## src/rtl/parking_gate_ctrl_pkg.sv

```systemverilog
// Shared types and constants for the parking gate controller.
// The slot index width fixes the addressable slot range at 16.
package parking_gate_ctrl_pkg;

  typedef enum logic [1:0] {
    IDLE       = 2'd0,
    ENTRY_OPEN = 2'd1,
    EXIT_OPEN  = 2'd2
  } gate_state_t;

  localparam int NUM_SLOTS_DEF = 15;
  localparam int SLOT_W        = 4;

endpackage

```

## src/rtl/slot_alloc_penc.sv

```systemverilog
// Lowest-clear-bit priority encoder over the occupancy vector.
// none_free is high when every slot is taken.
module slot_alloc_penc
  import parking_gate_ctrl_pkg::*;
#(
  parameter int N = NUM_SLOTS_DEF
) (
  input  logic [N-1:0]      cars,
  output logic [SLOT_W-1:0] idx,
  output logic              none_free
);

  always_comb begin
    idx       = '0;
    none_free = 1'b1;
    // Scan downwards so the lowest clear bit wins.
    for (int i = N - 1; i >= 0; i--) begin
      if (!cars[i]) begin
        idx       = SLOT_W'(i);
        none_free = 1'b0;
      end
    end
  end

endmodule

```

## src/rtl/parking_gate_ctrl.sv

```systemverilog
// Parking gate controller: edge-detected entry/exit requests,
// slot allocation, timed gate opening, status pulses.
module parking_gate_ctrl
  import parking_gate_ctrl_pkg::*;
#(
  parameter int NUM_SLOTS   = NUM_SLOTS_DEF,
  parameter int GATE_CYCLES = 8
) (
  input  logic                 clk,
  input  logic                 rst,
  input  logic                 entry_req,
  input  logic                 exit_req,
  input  logic [SLOT_W-1:0]    exit_slot,
  output logic [NUM_SLOTS-1:0] cars,
  output logic [SLOT_W-1:0]    assigned_slot,
  output logic                 entry_ack,
  output logic                 entry_nack,
  output logic                 exit_ack,
  output logic                 err,
  output logic                 entry_gate,
  output logic                 exit_gate,
  output logic                 full
);

  localparam logic [7:0] CNT_LOAD = 8'(GATE_CYCLES - 1);

  gate_state_t state, state_n;

  logic                 entry_q, exit_q;
  logic                 entry_pend, exit_pend;
  logic                 entry_pend_n, exit_pend_n;
  logic [SLOT_W-1:0]    slot_q, slot_q_n;
  logic [7:0]           cnt, cnt_n;
  logic [NUM_SLOTS-1:0] cars_n;
  logic [SLOT_W-1:0]    aslot_n;
  logic                 eack_n, enack_n, xack_n, err_n;

  logic                 entry_rise, exit_rise;
  logic                 entry_go, exit_go;
  logic [SLOT_W-1:0]    eslot;
  logic [(1<<SLOT_W)-1:0] cars_ext;
  logic                 eslot_ok;
  logic [SLOT_W-1:0]    free_idx;
  logic                 none_free;

  slot_alloc_penc #(
    .N(NUM_SLOTS)
  ) u_penc (
    .cars      (cars),
    .idx       (free_idx),
    .none_free (none_free)
  );

  assign full       = &cars;
  assign entry_gate = (state == ENTRY_OPEN);
  assign exit_gate  = (state == EXIT_OPEN);

  assign entry_rise = entry_req & ~entry_q;
  assign exit_rise  = exit_req & ~exit_q;
  assign entry_go   = entry_pend | entry_rise;
  assign exit_go    = exit_pend | exit_rise;
  // A fresh edge in IDLE is served at once, using the live slot.
  assign eslot      = exit_pend ? slot_q : exit_slot;

  always_comb begin
    cars_ext                = '0;
    cars_ext[NUM_SLOTS-1:0] = cars;
    eslot_ok = (int'(eslot) < NUM_SLOTS) && cars_ext[eslot];
  end

  always_comb begin
    state_n      = state;
    cars_n       = cars;
    aslot_n      = assigned_slot;
    cnt_n        = cnt;
    eack_n       = 1'b0;
    enack_n      = 1'b0;
    xack_n       = 1'b0;
    err_n        = 1'b0;
    entry_pend_n = entry_go;
    exit_pend_n  = exit_go;
    slot_q_n     = (exit_rise && !exit_pend) ? exit_slot : slot_q;
    unique case (state)
      IDLE: begin
        if (exit_go) begin
          exit_pend_n = 1'b0;
          if (eslot_ok) begin
            cars_n  = cars & ~(NUM_SLOTS'(1) << eslot);
            xack_n  = 1'b1;
            state_n = EXIT_OPEN;
            cnt_n   = CNT_LOAD;
          end else begin
            err_n = 1'b1;
          end
        end else if (entry_go) begin
          entry_pend_n = 1'b0;
          if (none_free) begin
            enack_n = 1'b1;
          end else begin
            cars_n  = cars | (NUM_SLOTS'(1) << free_idx);
            aslot_n = free_idx;
            eack_n  = 1'b1;
            state_n = ENTRY_OPEN;
            cnt_n   = CNT_LOAD;
          end
        end
      end
      ENTRY_OPEN, EXIT_OPEN: begin
        if (cnt == 8'd0) state_n = IDLE;
        else             cnt_n   = cnt - 8'd1;
      end
      default: state_n = IDLE;
    endcase
  end

  always_ff @(posedge clk) begin
    if (rst) begin
      state         <= IDLE;
      cars          <= '0;
      assigned_slot <= '0;
      cnt           <= '0;
      entry_q       <= 1'b0;
      exit_q        <= 1'b0;
      entry_pend    <= 1'b0;
      exit_pend     <= 1'b0;
      slot_q        <= '0;
      entry_ack     <= 1'b0;
      entry_nack    <= 1'b0;
      exit_ack      <= 1'b0;
      err           <= 1'b0;
    end else begin
      state         <= state_n;
      cars          <= cars_n;
      assigned_slot <= aslot_n;
      cnt           <= cnt_n;
      entry_q       <= entry_req;
      exit_q        <= exit_req;
      entry_pend    <= entry_pend_n;
      exit_pend     <= exit_pend_n;
      slot_q        <= slot_q_n;
      entry_ack     <= eack_n;
      entry_nack    <= enack_n;
      exit_ack      <= xack_n;
      err           <= err_n;
    end
  end

endmodule

```

## config.mk

```make
export PLATFORM = sky130hd
export DESIGN_NAME = parking_gate_ctrl
export DESIGN_NICKNAME = d
export VERILOG_FILES = /design/src/rtl/parking_gate_ctrl_pkg.sv /design/src/rtl/slot_alloc_penc.sv /design/src/rtl/parking_gate_ctrl.sv
export SDC_FILE = /design/constraint.sdc
export NUM_CORES = 1
export LEC_CHECK = 0
export BUFFER_PORTS_ARGS = -buffer_cell sky130_fd_sc_hd__clkbuf_2
export CORE_MARGIN = 2
export CORE_UTILIZATION = 30
export CTS_BUF_LIST = sky130_fd_sc_hd__clkbuf_4
export CTS_CLUSTER_DIAMETER = 150
export DETAILED_ROUTE_END_ITERATION = 10
export SETUP_SLACK_MARGIN = 0.2
export SYNTH_ARGS = -nofsm -noshare
export SYNTH_HDL_FRONTEND = slang
export SYNTH_SLANG_ARGS = --single-unit
```

## constraint.sdc

```tcl
create_clock -name clk -period 3.2 [get_ports clk]
set_input_delay 0.16 -clock clk [delete_from_list [all_inputs] [get_ports clk]]
set_output_delay 0.16 -clock clk [all_outputs]
set_load 0.01 [all_outputs]
```

After elaboration in Yosys (flattened, before gate mapping)
Index checks and enable logic that the tools add are counted.
{"block": "word_totals", "regBits": 41, "inputBits": 8, "out_inout_bits": 26, "elab_cells": 111}
{"block": "op_classes", "n_addsub": 1, "order_cmp": 2, "n_eq_ne": 9, "n_shift": 2, "mux": 55, "n_bitwise": 13, "reduce_logical": 16}
{"op": "4-bit two-way mux", "n": 16}
{"op": "15-bit two-way mux", "n": 4}
{"op": "8-bit two-way mux", "n": 5}
{"op": "1-bit by 4-bit left shift with 15-bit output (first input constant)", "n": 2}
{"op": "1-bit two-way mux", "n": 22}
{"op": "8-bit one-hot mux with 2 select lines", "n": 1}
{"op": "15-bit AND", "n": 1}
{"op": "15-bit inverter", "n": 1}
{"op": "15-bit bitwise OR", "n": 1}
{"op": "15-bit AND reduction", "n": 1}
{"op": "4-bit AND reduction", "n": 3}
{"op": "2-bit two-way mux", "n": 5}
{"op": "3-bit != test (second input constant)", "n": 3}
{"op": "8-bit logical NOT", "n": 1}
{"op": "8-bit by 1-bit subtractor with 8-bit output (second input constant)", "n": 1}
{"op": "2-bit != test (second input constant)", "n": 3}
{"op": "1-bit inverter", "n": 6}
{"op": "4-bit by 5-bit less-than comparator with 1-bit output (second input constant)", "n": 1}
{"op": "5-bit AND reduction", "n": 1}
{"op": "1-bit binary-select mux with 4-bit select", "n": 1}
{"op": "4-bit less-than comparator (second input constant)", "n": 1}
{"op": "2-bit one-hot mux with 2 select lines", "n": 1}
{"op": "2-bit nonzero test", "n": 2}
{"op": "2-bit OR reduction", "n": 2}
{"op": "10 further kinds", "n": 13}

Logic depth before layout (Yosys ltp)
Gate-level depths: netlist of the first run.
{"block": "logic_depth", "ltp_word": 20, "ltp_mapped": 10, "mapped_depth_nobuf": 8}

Hierarchy
From an unflattened synthesis of the first run, not the netlist that was laid out.
{"block": "hier_totals", "hier_cells": 296, "area_unflattened_um2": 2461.1}
{"module": "parking_gate_ctrl", "n_inst": 1, "cells_each": 266, "area_each_um2": 2282.2, "seq_area_each_um2": 820.8}
{"module": "slot_alloc_penc", "n_inst": 1, "cells_each": 30, "area_each_um2": 178.9, "seq_area_each_um2": 0.0}

Worst setup path after synthesis of the first run
Ideal clock, no wire load.
{"block": "synth_path", "path_type": "reg-to-reg", "start": "register exit_pend", "end": "register cnt[6]", "setup_ns": 0.117, "arrival_ns": 2.142, "required_time_ns": 3.083, "slack_ns": 0.941, "stages_incl_launch_ff": 9, "path_buffers": 2, "synth_period_minus_slack_ns": 2.259, "path_cell_list": "dfxtp_1 -> buf_6 -> mux2i_4 -> mux4_2 -> a211o_1 -> o211ai_2 -> nand4_4 -> buf_6 -> a32o_1"}
{"block": "synth_via", "elab_chain_len": 6, "elab_cells_between_ends": 12, "cone_classes": "1 x order compare; 3 x eq/ne; 5 x mux; 1 x bitwise; 2 x reduce/logical"}
{"element": "from (decl)", "line_no": "parking_gate_ctrl.sv:30", "source": "logic entry_pend, exit_pend;"}
{"element": "from (signal assigned)", "line_no": "parking_gate_ctrl.sv:139", "source": "exit_pend <= exit_pend_n;"}
{"element": "4-bit two-way mux", "line_no": "parking_gate_ctrl.sv:63", "source": "assign eslot = exit_pend ? slot_q : exit_slot;"}
{"element": "1-bit binary-select mux with 4-bit select", "line_no": "parking_gate_ctrl.sv:68", "source": "eslot_ok = (int'(eslot) < NUM_SLOTS) && cars_ext[eslot];"}
{"element": "1-bit two-way mux (not written as such)", "line_no": "parking_gate_ctrl.sv:68"}
{"element": "1-bit logical AND", "line_no": "parking_gate_ctrl.sv:68"}
{"element": "3-bit != test (no line)"}
{"element": "5-bit AND reduction (no line)"}
{"element": "to (signal assigned)", "line_no": "parking_gate_ctrl.sv:135", "source": "cnt <= cnt_n;"}
{"element": "to (decl)", "line_no": "parking_gate_ctrl.sv:33", "source": "logic [7:0] cnt, cnt_n;"}
Several ways; a longest one is shown, not always the timed one. The select of a mux whose other input is x is not followed.
A chain may end at the register's enable or synchronous reset.

Worst setup path after layout of the first run
{"block": "layout_path", "start": "register exit_pend", "end": "register cnt[7]"}
Same word-level chain as after synthesis.

==> key figures, run 1 <==
Pwr
  – Clk network pwr share: 19.8%
  – Total power draw: 1250 uW
  – Comb pwr share: 33.0%
  – P_int: 776 uW
  – Pwr dens: 454 mW/mm^2
  – Leak pwr: 0.00106 uW
  – Part of the power in registers: 47.3%
  – Worst vdd ir: 0.000155 V
  – Sw frac: 37.9%
  – NetSw: 473 uW

Worst hold path
  – Min-Delay Path Class: input port to flop

Final layout
  – Proportion of layout cells with a drive suffix above 1: 17.8%
  – Register area: 821 sq um
  – Final instance area: 0.00275 sq mm
  – Antenna Diode Count: 0
  – Area of the multi-input gates: 0.00150 sq mm
  – Final design utilization: 35.2%
  – Layout area overhead: 12.4%
  – FILL cells: 837
  – Nets: 340

STA
  – Final setup violation count: 0
  – Slew HR: 49.3%
  – RSZ-0062 raised after global routing: false
  – Final Skew: 0.00994 ns
  – Fin crit share: 78.6%
  – Sum Neg Setup Slack: 0 ns
  – Hold Fails Final Rpt: 0
  – F_max: 398 MHz
  – Final Max Slew Viols: 0
  – Worst slew pin tran: 0.759 ns
  – Tmin final: 2.51 ns

Floorplan
  – Total Die Area: 0.00889 sq mm
  – Initial core utilization: 31.3%
  – Chip height: 94.3 um
  – Row cnt: 32
  – Core area: 0.00781 sq mm
  – Io pins: 34
  – Die Wd: 94.3 um

Synth
  – Warnings from Yosys: 0
  – Post-synthesis compound-gate area fraction: 29.4%
  – Most used DFF post-synth: dfxtp_1
  – Distinct cells, synth: 59
  – Average size of a mapped cell: 8.29 sq um
  – Yosys reg bits: 41
  – Simple-gate share of the synthesized area: 24.2%
  – Synth Cell Area: 0.00245 sq mm
  – Share of the yosys chip area belonging to registers: 33.6%
  – Mapped Cells: 295
  – Ys async rst share: 0%
  – Number of synthesized flops with an enable pin: 0
  – Xor/xnor share of the synthesized area: 0%
  – Syn nets: 308
  – Post-synthesis mux area share: 5.27%
  – Largest family of logic cells by synthesized area: compound AO/OA/AOI/OAI gates
  – Adder-Cell Fraction of Synth Area: 2.56%

Drt
  – Final antenna-violating net count: 0
  – 1st-pass router iterations: 6
  – DRC viols: 0
  – 1st-iter DRT viols: 174
  – Total Routed Length: 6790 um
  – WL/cell: 15.9 um
  – Post-DR vias/cell: 5.65
  – Vias: 2417

Worst setup path
  – Crit Path Max Fanout: 25
  – Data required, critical path: 3.48 ns
  – Crit path kind: flop to flop
  – Startpoint types: flop
  – Crit. End Element: flop
  – Critical Path AT: 2.79 ns

Clock network
  – CTS Hold Bufs: 0
  – Clock latency on the worst-skew pair: 0.36 ns
  – H-tree depth: 2
  – Root Driver: clkbuf_4
  – Largest buffer count on any clock path: 2
  – CTS sink count: 41
  – TritonCTS clock tree: built
  – # Post-CTS Setup Buffers: 0
  – Clk slew on worst S/H paths: 0.12 ns
  – Num CTS Buffers: 5
  – CTS resizes: 0

Run
  – Max-Cap Viols: 0

Place
  – I/O Buffers: 33
  – RePlAce Congestion: 0.917
  – Placed Instance Area: 0.00271 sq mm
  – DP Wirelength: 5070 um

Global route
  – Vias in the first global route: 2269
  – First-pass GRT wire length: 11400 um
  – Initial antenna violation count: 0
  – Largest net degree at the start of global routing: 39
  – GRT Overall Usage: 16.2%
  – GRT overflow: 0

Status
  – Status: completed
==> placed cells by master, fill, tap and decap left out, drive strengths merged, types with 7 or more instances in the layout <==
cell    netlist  routed
a21oi        17      17
clkbuf        7      38
nand3        10      10
dfxtp        41      41
nor3         10      10
and2          7       7
a31oi         9       9
nor2         20      20
inv          16      16
nand2        25      25
o21ai        29      29
==> registers in the layout, summed over array words and instances (netlist names) <==
signal         cells
entry_ack          1
slot_q             4
exit_ack           1
entry_pend         1
assigned_slot      4
exit_pend          1
entry_nack         1
err                1
cnt                8
entry_q            1
exit_q             1
cars              15
state              2
==> critical path, cell delays in order, from the launching register on <==
cell       delay, ns
dfxtp_1         0.44
buf_4           0.29
or3_1           0.16
o31ai_1         0.07
buf_4           0.16
a2111oi_2       0.46
nand3_1         0.23
nand4_4         0.25
a31oi_1         0.12
a311oi_2        0.25
==> through the flow <==
stage	std cells	worst slack, ns	hold WS [ns]
6_report	428	0.686	0.0191
5_1_grt	428	0.497	0.0388
4_1_cts	428	0.694	0.0155
3_5_place_dp	422	0.706	0.392
3_3_place_gp	422	0.740	0.387
2_1_floorplan	295	0.941	0.288
==> power groups by stage <==
stage          registers, uW  clock network (uW)  logic (uW)
2_1_floorplan            593                   0         332
3_3_place_gp             601                   0         406
3_5_place_dp             601                   0         408
4_1_cts                  590                 254         411
5_1_grt                  597                 276         466
6_report                 590                 247         412
==> final cells by class <==
type / count / area share (%)
Clock inverter: 1 / 0.182
Multi-Input combinational cell: 226 / 54.7
Inverter: 16 / 2.18
Tap cell: 102 / 4.64
Sequential cell: 41 / 29.9
Clock buffer: 5 / 1.37
Timing Repair Buffer: 37 / 7.10
==> metal layers <==
| metal | vias up | global-route usage, % | share of wire (%) |
|---|---|---|---|
| met5 | - | 0 | 0 |
| met4 | 0 | 4.95 | 1.1 |
| met3 | 7 | 4.17 | 7.3 |
| met2 | 83 | 26.1 | 48 |
| met1 | 1149 | 21.3 | 43 |
| li1 | 1178 | - | - |
==> Yosys cell counts, types with 7 or more instances <==
| master | instances | area share (%) |
|---|---|---|
| dfxtp_1 | 41 | 34 |
| o21ai_0 | 26 | 5.3 |
| nand2_1 | 25 | 3.8 |
| nor2_1 | 20 | 3.1 |
| a21oi_1 | 16 | 3.3 |
| inv_1 | 16 | 2.5 |
| nand3_1 | 10 | 2.0 |
| nor3_1 | 10 | 2.0 |
| a31oi_1 | 9 | 2.3 |
| and2_1 | 7 | 1.8 |
| clkbuf_1 | 7 | 1.1 |
==> cell families (layout without fill, tap and decap cells) <==
family,count (synthesis),after routing
simple gates,110,110
buf+inv,28,59
compound gates,101,101
flops,41,41
fa+ha+maj,5,5
mux,10,10
==> final timing paths <==
path / end / slack (ns) / startpoint / cells after the start
worst max register to register: cnt[7] / 0.69 / exit_pend / 9
worst min register to register: cnt[5] / 0.47 / cnt[5] / 1
worst min-delay path: entry_q / 0.02 / entry_req / 2
worst max-delay path: cnt[7] / 0.69 / exit_pend / 9
(Power assumes the default switching activity.)
==> run 2: changes to the inputs <==
Settings changed: ABC_AREA from default to 1.
Clock period 3.2 ns to 2.5 ns, I/O delays scaled along.
==> key figures, run 2 <==
Drt
  – 1st-pass router iterations: 4
  – Total Routed Length: 6590 um
  – Vias: 2573
  – Post-DR vias/cell: 4.75
  – Final antenna-violating net count: 0
  – 1st-iter DRT viols: 172
  – DRC viols: 0
  – WL/cell: 12.2 um

Final layout
  – Register area: 822 sq um
  – Antenna Diode Count: 0
  – Most frequent cells in the layout: nand2_1 (98), nor2_1 (59), inv_1 (44)
  – Area of the multi-input gates: 0.00150 sq mm
  – FILL cells: 879
  – Most common cell after layout, fill and taps aside: nand2_1
  – Proportion of layout cells with a drive suffix above 1: 21.1%
  – Top flop regs: cars (15), cnt (8)
  – Layout area overhead: 15.5%
  – Final non-filler cell total: 542
  – Nets: 450
  – Most flops, register: cars
  – Max reg flops: 15
  – Final instance area: 0.00295 sq mm

Place
  – RePlAce Congestion: 0.873
  – Placed Instance Area: 0.00286 sq mm
  – I/O Buffers: 33
  – Placed Instances: 533
  – DP Wirelength: 5130 um

STA
  – Slew HR: 64.9%
  – Hold Fails Final Rpt: 0
  – Sum Neg Setup Slack: 0 ns
  – RSZ-0062 raised after global routing: false
  – Final setup violation count: 0
  – Worst slew pin tran: 0.527 ns
  – Tmin final: 2.05 ns
  – F_max: 487 MHz
  – Final hold slack: 0.0184 ns
  – Final Skew: 0.0107 ns
  – Fin crit share: 82.2%
  – Final Max Slew Viols: 0

Synth
  – Average size of a mapped cell: 6.46 sq um
  – Xor/xnor share of the synthesized area: 1.37%
  – Most used DFF post-synth: dfxtp_1
  – Synth Cell Area: 0.00255 sq mm
  – Mapped Cells: 395
  – Adder-Cell Fraction of Synth Area: 2.45%
  – Post-synthesis mux area share: 0%
  – Synth cell count leaders: nand2_1 (99), nor2_1 (59), inv_1 (44)
  – Yosys top cell by area: dfxtp_1
  – Simple-gate share of the synthesized area: 41.1%
  – Post-synthesis compound-gate area fraction: 13.4%
  – Top cells by area, synth: dfxtp_1 (32%), nand2_1 (15%), nor2_1 (8.7%)
  – Share of the synthesized area in the top cell type: 32.2%
  – Largest family of logic cells by synthesized area: simple AND/OR/NAND/NOR gates
  – Number of synthesized flops with an enable pin: 0
  – Ys async rst share: 0%
  – Warnings from Yosys: 0
  – Yosys reg bits: 41
  – Share of the yosys chip area belonging to registers: 32.2%
  – Syn nets: 408
  – Distinct cells, synth: 33
  – Top-count cell post-synth: nand2_1

Pwr
  – Leak pwr: 0.00129 uW
  – Worst vdd ir: 0.000425 V
  – Pwr dens: 806 mW/mm^2
  – Total power draw: 2380 uW

Floorplan
  – Chip height: 96.2 um
  – Core area: 0.00822 sq mm
  – Row cnt: 33
  – Initial core utilization: 31.1%
  – Total Die Area: 0.00926 sq mm
  – Io pins: 34
  – Die Wd: 96.2 um

Clock network
  – CTS sink count: 41
  – Clk slew on worst S/H paths: 0.12 ns
  – TritonCTS clock tree: built
  – Clock latency on the worst-skew pair: 0.35 ns
  – Largest buffer count on any clock path: 2
  – Num CTS Buffers: 5
  – H-tree depth: 2
  – Root Driver: clkbuf_4

Status
  – Status: completed

Worst hold path
  – Hold Path End: exit_q
  – Min-Delay Path Class: input port to flop
  – Worst hold start: exit_req
  – Worst Hold Depth: 3

Global route
  – Initial antenna violation count: 0
  – Largest net degree at the start of global routing: 28
  – Vias in the first global route: 2370
  – GRT overflow: 0
  – GRT Overall Usage: 15.0%
  – First-pass GRT wire length: 10900 um

Worst setup path
  – Reg2reg end: cars[6]
  – Reg2reg path depth: 18
  – Crit path kind: flop to flop
  – FF-to-FF setup slack: 0.45 ns
  – R2R Path Start: exit_pend
  – Critical Path AT: 2.32 ns
  – Crit Path Max Fanout: 10
  – Startpoint types: flop
  – Crit. End Element: flop
  – Data required, critical path: 2.76 ns

Run
  – Max-Cap Viols: 0
[run 2: changes by cell type after synthesis, moves of 13 or more]
cell,delta
nand3_1,+13
nand2_2,+16
nand2_1,+74
inv_1,+28
nor2_1,+39
[run 2: what timing repair did]
item | CTS | global route
endpoints found under the setup margin | 17 | 13
resized for setup | 1 | 3
pin swaps | 0 | 1
hold buffers | 1 | 0
hold endpoints to repair | 1 | 0
buffers inserted | 0 | 1
[run 2: layout make-up]
| class | instances | share of cell area (%) |
|---|---|---|
| Clock buffer | 6 | 1.53 |
| Inverter | 49 | 6.41 |
| Clock inverter | 1 | 0.127 |
| Sequential cell | 41 | 27.9 |
| Timing Repair Buffer | 43 | 8.66 |
| Multi-Input combinational cell | 297 | 51.0 |
| Tap cell | 105 | 4.45 |
[run 2: how the worst max path moves through the flow]
stage / to / startpoint
6_report: cars[6] / exit_pend
5_1_grt: cnt[1] / exit_pend
4_1_cts: cnt[1] / cars[12]
3_5_place_dp: cars[2] / exit_pend
3_3_place_gp: cars[2] / exit_pend
2_1_floorplan: cars[1] / cars[0]
[run 2: kinds of logic (layout without fill, tap and decap cells)]
kind of cell / Yosys count / count (layout)
xor gates and xnor gates: 4 / 4
AOI/OAI and AO/OA: 59 / 59
buffers and inverters: 57 / 99
DFF: 41 / 41
adders and majority gates: 5 / 5
and+or+nand+nor: 229 / 229
[run 2: stage by stage]
step	setup slack [ns]	utilization (%)
2_1_floorplan	0.688	-
3_3_place_gp	0.205	34.8
3_5_place_dp	0.130	34.8
4_1_cts	0.283	35.5
5_1_grt	0.213	35.9
6_report	0.445	35.9
[run 2: power breakdown]
group          switching (uW)  leakage, uW  internal [uW]
Sequential               75.0     0.000335            758
Clock                     210    0.0000292            113
Combinational             782     0.000929            438
Total                    1070      0.00129           1310
[run 2: critical path, cell delays in order, from the launching register on]
cell,delay (ns)
dfxtp_2,0.52
inv_6,0.08
nand2_4,0.08
nand2_4,0.09
nand2_1,0.07
nand2_1,0.05
nand2_1,0.05
nand2_1,0.07
nand2_1,0.07
nand3_2,0.07
nand2_2,0.10
nand2_4,0.06
nand2_4,0.09
nand2_4,0.08
nor2_4,0.16
buf_12,0.15
o21ai_2,0.06
nand2_1,0.06
nor2_1,0.04
[run 2: routing by layer]
layer / wire [um] / GRT usage, %
met5: 0 / 0
met4: 136 / 5.36
met3: 244 / 2.27
met2: 3100 / 25.1
met1: 3110 / 19.6
==> run 3: changes to the inputs <==
Clock period 2.5 ns to 1.89 ns, I/O delays scaled along.
==> key figures, run 3 (same netlist as run 2, synthesis figures left out) <==
Drt
  – DRC viols: 0
  – WL/cell: 12.4 um
  – Final antenna-violating net count: 0
  – Vias: 2795
  – Total Routed Length: 7300 um
  – 1st-iter DRT viols: 132
  – Post-DR vias/cell: 4.74
  – 1st-pass router iterations: 4

Final layout
  – Nets: 497
  – Area of the multi-input gates: 0.00169 sq mm
  – Antenna Diode Count: 0
  – FILL cells: 840
  – Register area: 828 sq um
  – Max reg flops: 15
  – Layout area overhead: 39.6%
  – Top flop regs: cars (15), cnt (8)
  – Most frequent cells in the layout: nand2_1 (84), nor2_1 (55), buf_4 (45)
  – Proportion of layout cells with a drive suffix above 1: 36.3%
  – Most common cell after layout, fill and taps aside: nand2_1
  – Final instance area: 0.00356 sq mm
  – Most flops, register: cars

Global route
  – Vias in the first global route: 2650
  – Initial antenna violation count: 0
  – GRT overflow: 0
  – GRT Overall Usage: 16.3%
  – First-pass GRT wire length: 11900 um
  – Largest net degree at the start of global routing: 28

Worst hold path
  – Min-Delay Path Class: input port to flop
  – Worst hold start: exit_slot[3]

Clock network
  – Root Driver: clkbuf_4
  – H-tree depth: 2
  – Clk slew on worst S/H paths: 0.13 ns
  – Clock latency on the worst-skew pair: 0.36 ns
  – Num CTS Buffers: 5
  – TritonCTS clock tree: built
  – Largest buffer count on any clock path: 2
  – CTS sink count: 41

Worst setup path
  – Critical path launch point: exit_pend
  – Crit. End Element: flop
  – Crit Path Max Fanout: 5
  – R2R Path Start: exit_pend
  – Startpoint types: flop
  – Crit path kind: flop to flop
  – Critical Path AT: 2.28 ns
  – Data required, critical path: 2.16 ns

Floorplan
  – Core area: 0.00822 sq mm
  – Die Wd: 96.2 um
  – Row cnt: 33
  – Chip height: 96.2 um
  – Initial core utilization: 31.1%
  – Total Die Area: 0.00926 sq mm
  – Io pins: 34

STA
  – Final setup violation count: 13
  – Slew HR: 68.9%
  – Fin crit share: 106%
  – RSZ-0062 raised after global routing: true
  – Final Max Slew Viols: 0
  – F_max: 497 MHz
  – Final Worst Setup Slack: -0.121 ns
  – Hold Fails Final Rpt: 0
  – Final Skew: 0.0132 ns
  – Tmin final: 2.01 ns
  – Worst slew pin tran: 0.465 ns

Place
  – DP Wirelength: 5330 um
  – Dpl ws: -0.161 ns
  – I/O Buffers: 33
  – Placed Instance Area: 0.00311 sq mm
  – RePlAce Congestion: 0.907

Status
  – Failing checks: negative setup slack
  – Status: finished with violations

Pwr
  – Leak pwr: 0.00161 uW
  – Pwr dens: 1100 mW/mm^2
  – Worst vdd ir: 0.000494 V

Run
  – Max-Cap Viols: 0
## run 3: cell count changes in the layout (fill, tap and decap cells not counted), sizes merged
cell,change
nand2,+1
dlygate4sd3,+1
clkbuf,+1
bufinv,+1
buf,+44
## run 3: layout make-up
type / instances / share of cell area [%]
multi-input cells: 298 / 47.3
clock inverters: 2 / 0.948
repair buffers: 89 / 18.2
clock buffers: 6 / 1.26
well taps: 105 / 3.69
inverters: 49 / 5.37
flip-flops and latches: 41 / 23.2
## run 3: worst max-delay path, cell delays in order (launching register included)
cell       delay (ns)
dfxtp_2          0.36
buf_6            0.13
inv_8            0.06
nand2_8          0.08
nand2_8          0.07
nand2_4          0.06
nand2_2          0.05
nand2_1          0.06
nand2_1          0.06
nand2_1          0.08
nand3_2          0.08
nand2_2          0.11
nand2_4          0.07
nand2_4          0.10
nand2_4          0.07
nor2_4           0.16
clkbuf_16        0.18
nand2_2          0.05
nand2_1          0.07
nor2_1           0.05
## run 3: power breakdown
part	internal, uW	total [uW]	leakage [uW]	switching [uW]
Clock	290	593	0.0000433	303
Combinational	956	2220	0.00123	1260
Sequential	1000	1100	0.000337	101
## run 3: timing repair
item | CTS | global route
setup endpoints to repair | 28 | 31
gates resized for setup | 45 | 18
gates cloned | 0 | 2
pin swaps | 16 | 12
endpoints found under the hold margin | 2 | 0
hold buffers | 2 | 0
setup buffers | 11 | 2
## run 3: path summary, 6_finish.rpt
kind | endpoint | slack (ns) | cells after the start
max | cars[9] | -0.12 | 19
min | slot_q[3] | 0.01 | 3
max reg2reg | cars[9] | -0.12 | 19
min reg2reg | cnt[7] | 0.47 | 2
## run 3: routing by layer
layer	vias up	wire length [um]	GRT usage, %
li1	1437	-	-
met1	1276	3370	20.3
met2	68	3460	27.7
met3	14	323	3.29
met4	0	148	6.19
met5	-	0	0
## run 3: metrics by stage
step | hold slack (ns) | total power (uW) | std cells | util [%] | setup TNS [ns]
2_1_floorplan | 0.173 | 2370 | 395 | - | 0
4_1_cts | 0.00474 | 3820 | 586 | 41.9 | -0.0104
3_5_place_dp | 0.328 | 2900 | 565 | 37.9 | -0.813
3_3_place_gp | 0.327 | 2890 | 565 | 37.9 | -0.271
5_1_grt | 0.00133 | 4220 | 590 | 43.4 | -4.09
6_report | 0.0148 | 3910 | 590 | 43.4 | -0.828
